**config.mk**
```make
export PLATFORM = sky130hd
export DESIGN_NAME = data_output
export DESIGN_NICKNAME = d
export VERILOG_FILES = /design/src/rtl/data_output_pkg.sv /design/src/rtl/sync_fifo.sv /design/src/rtl/data_output.sv
export SDC_FILE = /design/constraint.sdc
export NUM_CORES = 1
export LEC_CHECK = 0
export BUFFER_PORTS_ARGS = -buffer_cell sky130_fd_sc_hd__buf_2
export CAP_MARGIN = 20
export CORE_ASPECT_RATIO = 1.25
export CORE_MARGIN = 1
export CORE_UTILIZATION = 55
export CTS_CLUSTER_SIZE = 14
export DETAILED_ROUTE_END_ITERATION = 10
export HOLD_SLACK_MARGIN = 0.02
export PLACE_DENSITY = 0.73
export SKIP_LAST_GASP = 1
export SYNTH_ARGS = -nofsm -noshare
export SYNTH_HDL_FRONTEND = slang
export SYNTH_HIERARCHICAL = 1
export SYNTH_SLANG_ARGS = --single-unit
```
**constraint.sdc**
```tcl
create_clock -name clk -period 4.3 [get_ports clk]
set_clock_uncertainty 0.15 [all_clocks]
set_input_delay 0 -clock clk [delete_from_list [all_inputs] [get_ports clk]]
set_output_delay 0 -clock clk [all_outputs]
set_load 0.05 [all_outputs]
```
**src/rtl/data_output_pkg.sv**
```systemverilog
// Shared constants and FSM state type for the data_output serializer.
package data_output_pkg;

    localparam int WORD_W    = 24;
    localparam int DEPTH     = 64;
    localparam int LOW_WATER = 32;
    localparam int FILL_W    = $clog2(DEPTH + 1);

    typedef enum logic [0:0] {
        IDLE,
        SHIFT
    } tx_state_t;

endpackage

```
**src/rtl/sync_fifo.sv**
```systemverilog
// Single-clock FIFO with show-ahead head word and a separate occupancy counter.
module sync_fifo #(
    parameter int WORD_W = 24,
    parameter int DEPTH  = 64
) (
    input  logic                         clk,
    input  logic                         rst,
    input  logic                         push,
    input  logic [WORD_W-1:0]            push_data,
    input  logic                         pop,
    output logic [WORD_W-1:0]            pop_data,
    output logic                         full,
    output logic                         empty,
    output logic [$clog2(DEPTH+1)-1:0]   fill
);

    localparam int PTR_W  = $clog2(DEPTH);
    localparam int FILL_W = $clog2(DEPTH + 1);

    logic [WORD_W-1:0] mem [DEPTH];
    logic [PTR_W-1:0]  wr_ptr;
    logic [PTR_W-1:0]  rd_ptr;
    logic              do_push;
    logic              do_pop;

    // Full is decided before this cycle's pop, so a pop never frees room for a same-cycle push.
    assign full     = (fill == FILL_W'(DEPTH));
    assign empty    = (fill == '0);
    assign do_push  = push && !full;
    assign do_pop   = pop && !empty;
    assign pop_data = mem[rd_ptr];

    // NOTE: the storage array has no reset; only pointers and fill define validity.
    always_ff @(posedge clk) begin
        if (do_push) begin
            mem[wr_ptr] <= push_data;
        end
    end

    always_ff @(posedge clk) begin
        if (rst) begin
            wr_ptr <= '0;
            rd_ptr <= '0;
            fill   <= '0;
        end else begin
            if (do_push) begin
                wr_ptr <= wr_ptr + PTR_W'(1);
            end
            if (do_pop) begin
                rd_ptr <= rd_ptr + PTR_W'(1);
            end
            case ({do_push, do_pop})
                2'b10:   fill <= fill + FILL_W'(1);
                2'b01:   fill <= fill - FILL_W'(1);
                default: fill <= fill;
            endcase
        end
    end

endmodule

```
**src/rtl/data_output.sv**
```systemverilog
// FIFO-buffered LSB-first serializer shifted by the asynchronous RPi bit clock.
// Optional sticky underrun flag enabled by defining DATA_OUTPUT_UNDERRUN_EN.
module data_output
    import data_output_pkg::*;
(
    input  logic              clk,
    input  logic              rst,
    input  logic [WORD_W-1:0] wr_data,
    input  logic              wr_valid,
    output logic              wr_ready,
    input  logic              enable,
    input  logic              rpi_clk,
    output logic              serial,
    output logic              rpi_interrupt,
    output logic [FILL_W-1:0] fill,
    output logic              underrun,
    input  logic              underrun_clr
);

    localparam int CNT_W = $clog2(WORD_W);
    localparam logic [CNT_W-1:0] LAST_BIT = CNT_W'(WORD_W - 1);

    logic              rpi_meta;
    logic              rpi_sync;
    logic              rpi_prev;
    logic              fall;

    tx_state_t         state_q;
    tx_state_t         state_d;
    logic [CNT_W-1:0]  bit_cnt_q;
    logic [CNT_W-1:0]  bit_cnt_d;
    logic [CNT_W-1:0]  bit_nxt;
    logic [WORD_W-1:0] shreg_q;
    logic [WORD_W-1:0] shreg_d;
    logic              serial_d;

    logic [WORD_W-1:0] head;
    logic              push;
    logic              pop;
    logic              full;
    logic              empty;
    logic [FILL_W-1:0] fill_next;
    logic              underrun_event;

    assign wr_ready = !full;
    assign push     = wr_valid && wr_ready;

    sync_fifo #(
        .WORD_W (WORD_W),
        .DEPTH  (DEPTH)
    ) u_fifo (
        .clk       (clk),
        .rst       (rst),
        .push      (push),
        .push_data (wr_data),
        .pop       (pop),
        .pop_data  (head),
        .full      (full),
        .empty     (empty),
        .fill      (fill)
    );

    // rpi_meta may go metastable; only rpi_sync and rpi_prev feed logic.
    // NOTE: sequential state uses non-blocking assignments so every flop samples pre-edge values.
    always_ff @(posedge clk) begin
        if (rst) begin
            rpi_meta <= 1'b0;
            rpi_sync <= 1'b0;
            rpi_prev <= 1'b0;
        end else begin
            rpi_meta <= rpi_clk;
            rpi_sync <= rpi_meta;
            rpi_prev <= rpi_sync;
        end
    end

    assign fall    = rpi_prev && !rpi_sync;
    assign bit_nxt = bit_cnt_q + CNT_W'(1);

    // NOTE: every output of this block gets a default first, so no latches are inferred.
    always_comb begin
        state_d        = state_q;
        bit_cnt_d      = bit_cnt_q;
        shreg_d        = shreg_q;
        serial_d       = serial;
        pop            = 1'b0;
        underrun_event = 1'b0;
        case (state_q)
            IDLE: begin
                serial_d = 1'b0;
                if (enable && !empty) begin
                    pop       = 1'b1;
                    shreg_d   = head;
                    serial_d  = head[0];
                    bit_cnt_d = '0;
                    state_d   = SHIFT;
                end
            end
            SHIFT: begin
                if (fall) begin
                    if (bit_cnt_q != LAST_BIT) begin
                        bit_cnt_d = bit_nxt;
                        serial_d  = shreg_q[bit_nxt];
                    end else if (enable && !empty) begin
                        pop       = 1'b1;
                        shreg_d   = head;
                        serial_d  = head[0];
                        bit_cnt_d = '0;
                    end else begin
                        // A word always completes; enable only gates starting the next one.
                        state_d        = IDLE;
                        serial_d       = 1'b0;
                        underrun_event = enable;
                    end
                end
            end
            default: begin
                state_d  = IDLE;
                serial_d = 1'b0;
            end
        endcase
    end

    always_ff @(posedge clk) begin
        if (rst) begin
            state_q   <= IDLE;
            bit_cnt_q <= '0;
            shreg_q   <= '0;
            serial    <= 1'b0;
        end else begin
            state_q   <= state_d;
            bit_cnt_q <= bit_cnt_d;
            shreg_q   <= shreg_d;
            serial    <= serial_d;
        end
    end

    // Interrupt tracks the occupancy fill is about to take, so both update on the same edge.
    always_comb begin
        fill_next = fill;
        if (push && !pop) begin
            fill_next = fill + FILL_W'(1);
        end else if (pop && !push) begin
            fill_next = fill - FILL_W'(1);
        end
    end

    always_ff @(posedge clk) begin
        if (rst) begin
            rpi_interrupt <= 1'b1;
        end else begin
            rpi_interrupt <= (fill_next <= FILL_W'(LOW_WATER));
        end
    end

`ifdef DATA_OUTPUT_UNDERRUN_EN
    always_ff @(posedge clk) begin
        if (rst) begin
            underrun <= 1'b0;
        end else if (underrun_clr) begin
            underrun <= 1'b0;
        end else if (underrun_event) begin
            underrun <= 1'b1;
        end
    end
`else
    logic unused_underrun;

    assign underrun        = 1'b0;
    assign unused_underrun = underrun_clr ^ underrun_event;
`endif

endmodule

```
==> Yosys cells after proc, flatten, opt, wreduce, memory -nomap -nowiden <==
Memory sizes are Yosys's and may differ from the RTL's. A register that Yosys moved wholly into a read port is not among the register bits.
Index checks and enable logic that the tools add are counted.
{ "totals": {"input_bits": 30, "mem_bits_rw": 1536, "elab_cells": 69, "mem_count": 1, "reg_bits": 54} }
{ "memory_table": {"columns": ["name", "words", "width", "rd", "rd_clocked_by_memory_dff", "wr", "line_no", "rtl"], "rows": [
  ["u_fifo.mem", 64, 24, 1, 1, 1, "sync_fifo.sv:20", "logic [WORD_W-1:0] mem [DEPTH];"]
]} }
{ "classes": {"n_eq_ne": 6, "magnitude_cmp": 2, "n_mux": 28, "addsub": 5, "n_reduce_logical": 15, "bitwise": 1} }
{ "ops": {"columns": ["cell", "n"], "rows": [
  ["$mux W24", 3],
  ["$pmux W24 S2", 1],
  ["$mux W5", 3],
  ["$mux W7", 2],
  ["$pmux W7 S2", 1],
  ["$add A6 B1 Y6 const B", 2],
  ["$mux W6", 2],
  ["$mux W1", 11],
  ["$pmux W5 S2", 1],
  ["$add A7 B1 Y7 const B", 1],
  ["$eq A7 B7 Y1 const B", 1],
  ["$le A7 B6 Y1 const B", 1],
  ["$logic_and A1 B1 Y1", 7],
  ["$logic_not A7 Y1", 1],
  ["$sub A7 B1 Y7 const B", 1],
  ["$lt A5 B6 Y1 const B", 1],
  ["$pmux W1 S2", 3],
  ["$add A5 B1 Y5 const B", 1],
  ["$bmux W1 S5", 1],
  ["$logic_not A1 Y1", 5],
  ["$ne A5 B5 Y1 const B", 1],
  ["$ne A2 B2 Y1 const B", 2],
  ["$eq A2 B1 Y1 const B", 1],
  ["$eq A2 B2 Y1 const B", 1],
  ["other kinds (3)", 3]
]} }

==> Logic depth before layout (Yosys ltp) <==
{ "depth": {"word_depth": 11, "depth_mapped": 19} }

==> Hierarchy <==
Netlist, hierarchy kept.
{ "modules_own_cells": {"columns": ["mod", "n_inst", "cells_each", "seq_area_each_um2", "area_per_inst_um2"], "rows": [
  ["sync_fifo", 1, 2706, 46624.7, 59951.2],
  ["data_output", 1, 218, 700.7, 1843.0]
]} }

==> Least setup slack after synthesis <==
No wires, ideal clock.
{ "synth_path": {"kind": "register -> register", "startpoint": "register u_fifo.fill[2]", "endpoint": "register u_fifo.fill[6]", "stages_incl_launch_ff": 20, "n_path_buf": 5, "period_less_slack_ns": 4.372, "slack_ns": -0.072, "arrival_ns": 4.094, "required_ns": 4.023, "cell_sequence": "dfxtp_1 -> buf_2 -> or4_1 -> nor4_1 -> nor2b_1 -> clkbuf_1 -> nand3_2 -> inv_2 -> clkbuf_1 -> o41a_1 -> buf_2 -> ha_1 -> clkbuf_1 -> xor2_1 -> ha_1 -> nand2_1 -> o311a_1 -> a311oi_1 -> xnor2_1 -> nor2_1"} }
{ "synth_between": {"elab_chain_cells": 10, "word_cells_on_any_way": 18, "classes_between": "2 x add/sub; 3 x eq/ne; 5 x mux; 8 x reduce/logical"} }
{ "synth_rtl": {"columns": ["element", "line_no", "rtl"], "rows": [
  ["from (decl)", "sync_fifo.sv:14", "output logic [$clog2(DEPTH+1)-1:0] fill"],
  ["from (signal assigned)", "sync_fifo.sv:53", "2'b10: fill <= fill + FILL_W'(1);"],
  ["from (signal assigned)", "sync_fifo.sv:54", "2'b01: fill <= fill - FILL_W'(1);"],
  ["from (signal assigned)", "sync_fifo.sv:55", "default: fill <= fill;"],
  ["$logic_not A7 Y1 *", "sync_fifo.sv:28", "assign empty = (fill == '0);"],
  ["named net empty", "data_output.sv:41", "logic empty;"],
  ["$logic_not A1 Y1 *", "data_output.sv:91, data_output.sv:104", null],
  ["$logic_and A1 B1 Y1 *", "data_output.sv:91, data_output.sv:104", null],
  ["$mux W1 *", "data_output.sv:91, data_output.sv:104", null],
  ["$mux W1", "data_output.sv:101", "if (bit_cnt_q != LAST_BIT) begin"],
  ["$mux W1", "data_output.sv:100", "if (fall) begin"],
  ["$pmux W1 S2 *", "data_output.sv:88", "case (state_q)"],
  ["named net pop", "data_output.sv:39", "logic pop;"],
  ["$logic_and A1 B1 Y1 *", "sync_fifo.sv:30", "assign do_pop = pop && !empty;"],
  ["$eq A2 B1 Y1 / $eq A2 B2 Y1 (equally long branches)", "sync_fifo.sv:52", "case ({do_push, do_pop})"],
  ["$pmux W7 S2 / $reduce_bool A2 Y1 (equally long branches)", null, null]
]} }
The timed path passes the listed nets; every way through them passes the cells marked *.
A chain may end at the register's enable or synchronous reset.

==> Worst setup path in the final report <==
{ "layout_path": {"startpoint": "register u_fifo.fill[4]", "endpoint": "register u_fifo.fill[6]"} }
{ "layout_between": {"word_cells_on_any_way": 18, "classes_between": "2 x add/sub; 3 x eq/ne; 5 x mux; 8 x reduce/logical"} }
{ "layout_rtl": {"columns": ["element", "line_no", "rtl"], "rows": [
  ["$eq A7 B7 Y1 *", "sync_fifo.sv:27", "assign full = (fill == FILL_W'(DEPTH));"],
  ["named net full", "data_output.sv:40", "logic full;"],
  ["$logic_not A1 Y1 *", "data_output.sv:45", "assign wr_ready = !full;"],
  ["$logic_and A1 B1 Y1 *", "data_output.sv:46", "assign push = wr_valid && wr_ready;"],
  ["named net push", "data_output.sv:38", "logic push;"],
  ["$logic_and A1 B1 Y1 *", "sync_fifo.sv:29", "assign do_push = push && !full;"],
  ["$eq A2 B1 Y1 / $eq A2 B2 Y1 (equally long branches)", "sync_fifo.sv:52", null],
  ["$pmux W7 S2 / $reduce_bool A2 Y1 (equally long branches)", null, null]
]} }
Marks and branches as above.

==> impl_metrics.tcl <==
set metrics [dict create \
    outcome "finished, final reports clean" \
    post-synth-top-area-fraction 0.746 \
    ys.flop_type "sky130_fd_sc_hd__edfxtp_1" \
    placedCellCount 4428 \
    syn_inst 2924 \
    ioPinCount 41 \
    floorplan.initialDensity 0.555 \
    dp_hpwl_um 90500 \
    synth-seq-cells 1596 \
    crit_type "flip-flop to flip-flop" \
    cts_buffers 148 \
    synth_area_leader_cell "sky130_fd_sc_hd__edfxtp_1" \
    drtPass1Iterations 8 \
    tns_ps 0 \
    grt_first_pass_wirelength_um 217000 \
    port_buffer_count 38 \
    layout-drive-gt1-share 0.285 \
    globalRouteMet3Util 0.0516 \
    worst-endpoint-required_ps 4790 \
    cts_buffer_depth 3 \
    drc 0 \
    p_leak_uw 0.0211 \
    max-slew-margin-rel 0.216 \
    wl_um 149000 \
    yosysWarningCount 6 \
    min_period_over_period 0.876 \
    crit_path_end_kind "flip-flop" \
    time_the_final_worst_path_needs_with_i_o_delays_and_setup_ps 3770 \
    worst-endpoint-arrival_ps 4260 \
    cts_num_sinks 1596 \
    maximum_net_fanout_on_the_critical_path 14 \
    final-hold-violation-count 0 \
    first_iter_violations 3890 \
    report.final.setup_viol 0 \
    place_worst_setup_slack_ps 604 \
    post_cts_buffers 0 \
    placement_rows 137 \
    met1_layer_usage_reported_by_global_route 0.341 \
    track_usage 0.268 \
    synthesis.area_mm2 0.0618 \
    clock_tree_from_tritoncts "yes" \
    synth_async_sr_flop_share 0 \
    timing.fmax_ghz 0.266 \
    die-height_um 377 \
    synth-seq-area-share 0.766 \
    syn_nets 2962 \
    drt.antenna.violating_nets 0 \
    synth-edff-count 1536 \
    maximum_number_of_pins_on_one_net_before_global_route_repair 65 \
    grt_busiest_layer "met2" \
    fin_cells 4733 \
    design.final.nets 3199 \
    use_met2 0.452 \
    dr_total_vias 31000 \
    power-per-cell-area_mw_per_mm2 453 \
    cts_root_buffer "sky130_fd_sc_hd__clkbuf_16" \
    routed_wire_length_per_instance_um 31.4 \
    grt_overflow 0 \
    finalHoldWorstSlack_ps 36.0 \
    coreArea_mm2 0.111 \
    insertion_delay_ps 780 \
    finalWeightedCongestion 0.928 \
    synthTopCellsByArea "sky130_fd_sc_hd__edfxtp_1, sky130_fd_sc_hd__mux4_2, sky130_fd_sc_hd__dfxtp_1, sky130_fd_sc_hd__nor2_1, sky130_fd_sc_hd__o22ai_1" \
    critPathLaunchType "flip-flop" \
    synth_cell_types 73 \
    finalMaxSlewViolations 0 \
    vias_per_cell 6.55 \
    postCtsResizedCells 0 \
    fp.dieArea_mm2 0.114 \
    fp.dieW_um 302 \
    max-cap-violations 0 \
    min_path_type "input port to flip-flop" \
    clk_pin_slew_worst_paths_ps 60 \
    via_count_of_the_first_global_routing_pass 31800 \
    vdd.ir_drop.worst_mv 0.348 \
    post_synthesis_average_cell_area_um2 21.1 \
    cts_h_tree_lvls 4 \
    finalWorstSetupSlack_ps 534 \
    synthToLayoutAreaGrowth_pct 12.7 \
    antenna_found_initial 4 \
    finalPower_uw 31600 \
    rsz0062_at_grt "false" \
    max_slew.worst_pin.slew_ps 1170 \
]
cells in the mapped netlist, drive strengths merged (4+ instances only):
master	n
or3	7
o22ai	63
nand3	9
nand2b	22
o221ai	15
inv	11
a211oi	20
clkbuf	60
a221oi	5
o211ai	5
o31ai	18
mux4	386
a22oi	29
mux2	32
xor2	13
a221o	6
nand3b	4
nor2	116
ha	8
nor3b	11
and2	5
nand2	96
o21ai	23
buf	112
o32ai	4
edfxtp	1536
nor3	25
nor2b	35
a31oi	9
o2bb2ai	6
nor4	17
nand4b	4
and3	4
or4	4
a2111oi	5
dfxtp	60
mux2i	33
a21oi	55
xnor2	8
o21bai	7
or3b	6
nand4	5
critical path: stages (launching register included):
cell and delay (ps):
sky130_fd_sc_hd__dfxtp_1 610, sky130_fd_sc_hd__nor4_1 120, sky130_fd_sc_hd__and3_1 260, sky130_fd_sc_hd__nand2b_1 200
sky130_fd_sc_hd__inv_2 120, sky130_fd_sc_hd__inv_1 70, sky130_fd_sc_hd__a31oi_1 260, sky130_fd_sc_hd__inv_1 120
sky130_fd_sc_hd__ha_1 350, sky130_fd_sc_hd__xor2_1 200, sky130_fd_sc_hd__ha_1 210, sky130_fd_sc_hd__a21oi_1 300
sky130_fd_sc_hd__nand2_1 90, sky130_fd_sc_hd__a311oi_1 350, sky130_fd_sc_hd__xnor2_1 170, sky130_fd_sc_hd__nor2_1 50
per-layer routing:
layer,wire length [µm],vias up
li1,-,12700
met1,52700,16300
met2,76300,1683
met3,12900,354
met4,6750,2
met5,13,-
power by group:
part,total [µW],switching [µW],internal (µW)
registers,17200,98.6,17100
clock network,12300,5530,6810
logic,1980,1140,845
area by class of cell:
type / instances / area [µm²]
fillers: 7340 / 41800
clock buffers: 183 / 3900
well taps: 1459 / 1830
multi-input cells: 1145 / 13700
flip-flops and latches: 1596 / 47300
diodes: 3 / 7.51
repair buffers: 259 / 2230
inverters: 11 / 41.3
clock inverters: 77 / 613
cell usage in the layout (no fill, tap or decap), drive strengths merged, types with 15 or more instances in the layout:
| cell type | count |
|---|---|
| buf | 226 |
| a211oi | 20 |
| mux4 | 386 |
| inv | 15 |
| nand2b | 22 |
| o31ai | 18 |
| o22ai | 63 |
| nor4 | 17 |
| clkinv | 62 |
| nor3 | 25 |
| o21ai | 23 |
| dfxtp | 60 |
| edfxtp | 1536 |
| a22oi | 29 |
| nand2 | 96 |
| dlygate4sd3 | 33 |
| o221ai | 15 |
| nor2b | 35 |
| clkbuf | 183 |
| a21oi | 55 |
| mux2i | 33 |
| nor2 | 116 |
| mux2 | 32 |
state kept, by name, indices dropped and copies added, names as in the netlist, named ones only:
| register | count |
|---|---|
| rpi_prev | 1 |
| rpi_sync | 1 |
| serial | 1 |
| u_fifo/rd_ptr | 6 |
| shreg_q | 24 |
| u_fifo/wr_ptr | 6 |
| rpi_meta | 1 |
| state_q | 1 |
| rpi_interrupt | 1 |
| u_fifo/mem | 1536 |
| bit_cnt_q | 5 |
| u_fifo/fill | 7 |
final timing paths:
kind | from | end | slack, ps | cells after the start
worst min-delay path | wr_data[16] | u_fifo/mem[36][16] | 40 | 2
worst max-delay path | u_fifo/fill[4] | u_fifo/fill[6] | 530 | 15
worst max register to register | u_fifo/fill[4] | u_fifo/fill[6] | 530 | 15
worst min register to register | shreg_q[15] | shreg_q[15] | 300 | 2
logic make-up after synthesis:
family	Yosys count	share of synthesized area
compound gates	286	0.0316
xor+xnor	21	0.00298
fa+ha+maj	8	0.00162
buf+inv	183	0.0158
flops	1596	0.766
mux	451	0.152
other cells	1	0.0000607
simple gates	378	0.0303
metrics by stage:
step | util | instance area [µm²]
after floorplan | - | 61800
after global placement | 0.580 | 64600
after detailed placement | 0.580 | 64600
after CTS | 0.623 | 69400
after global routing | 0.625 | 69600
final | 0.625 | 69600
what timing repair did:
item,CTS,global route
endpoints found under the setup margin,0,0
endpoints found under the hold margin,1589,12
hold buffers,32,1
Power figures use the tool's default switching activity.
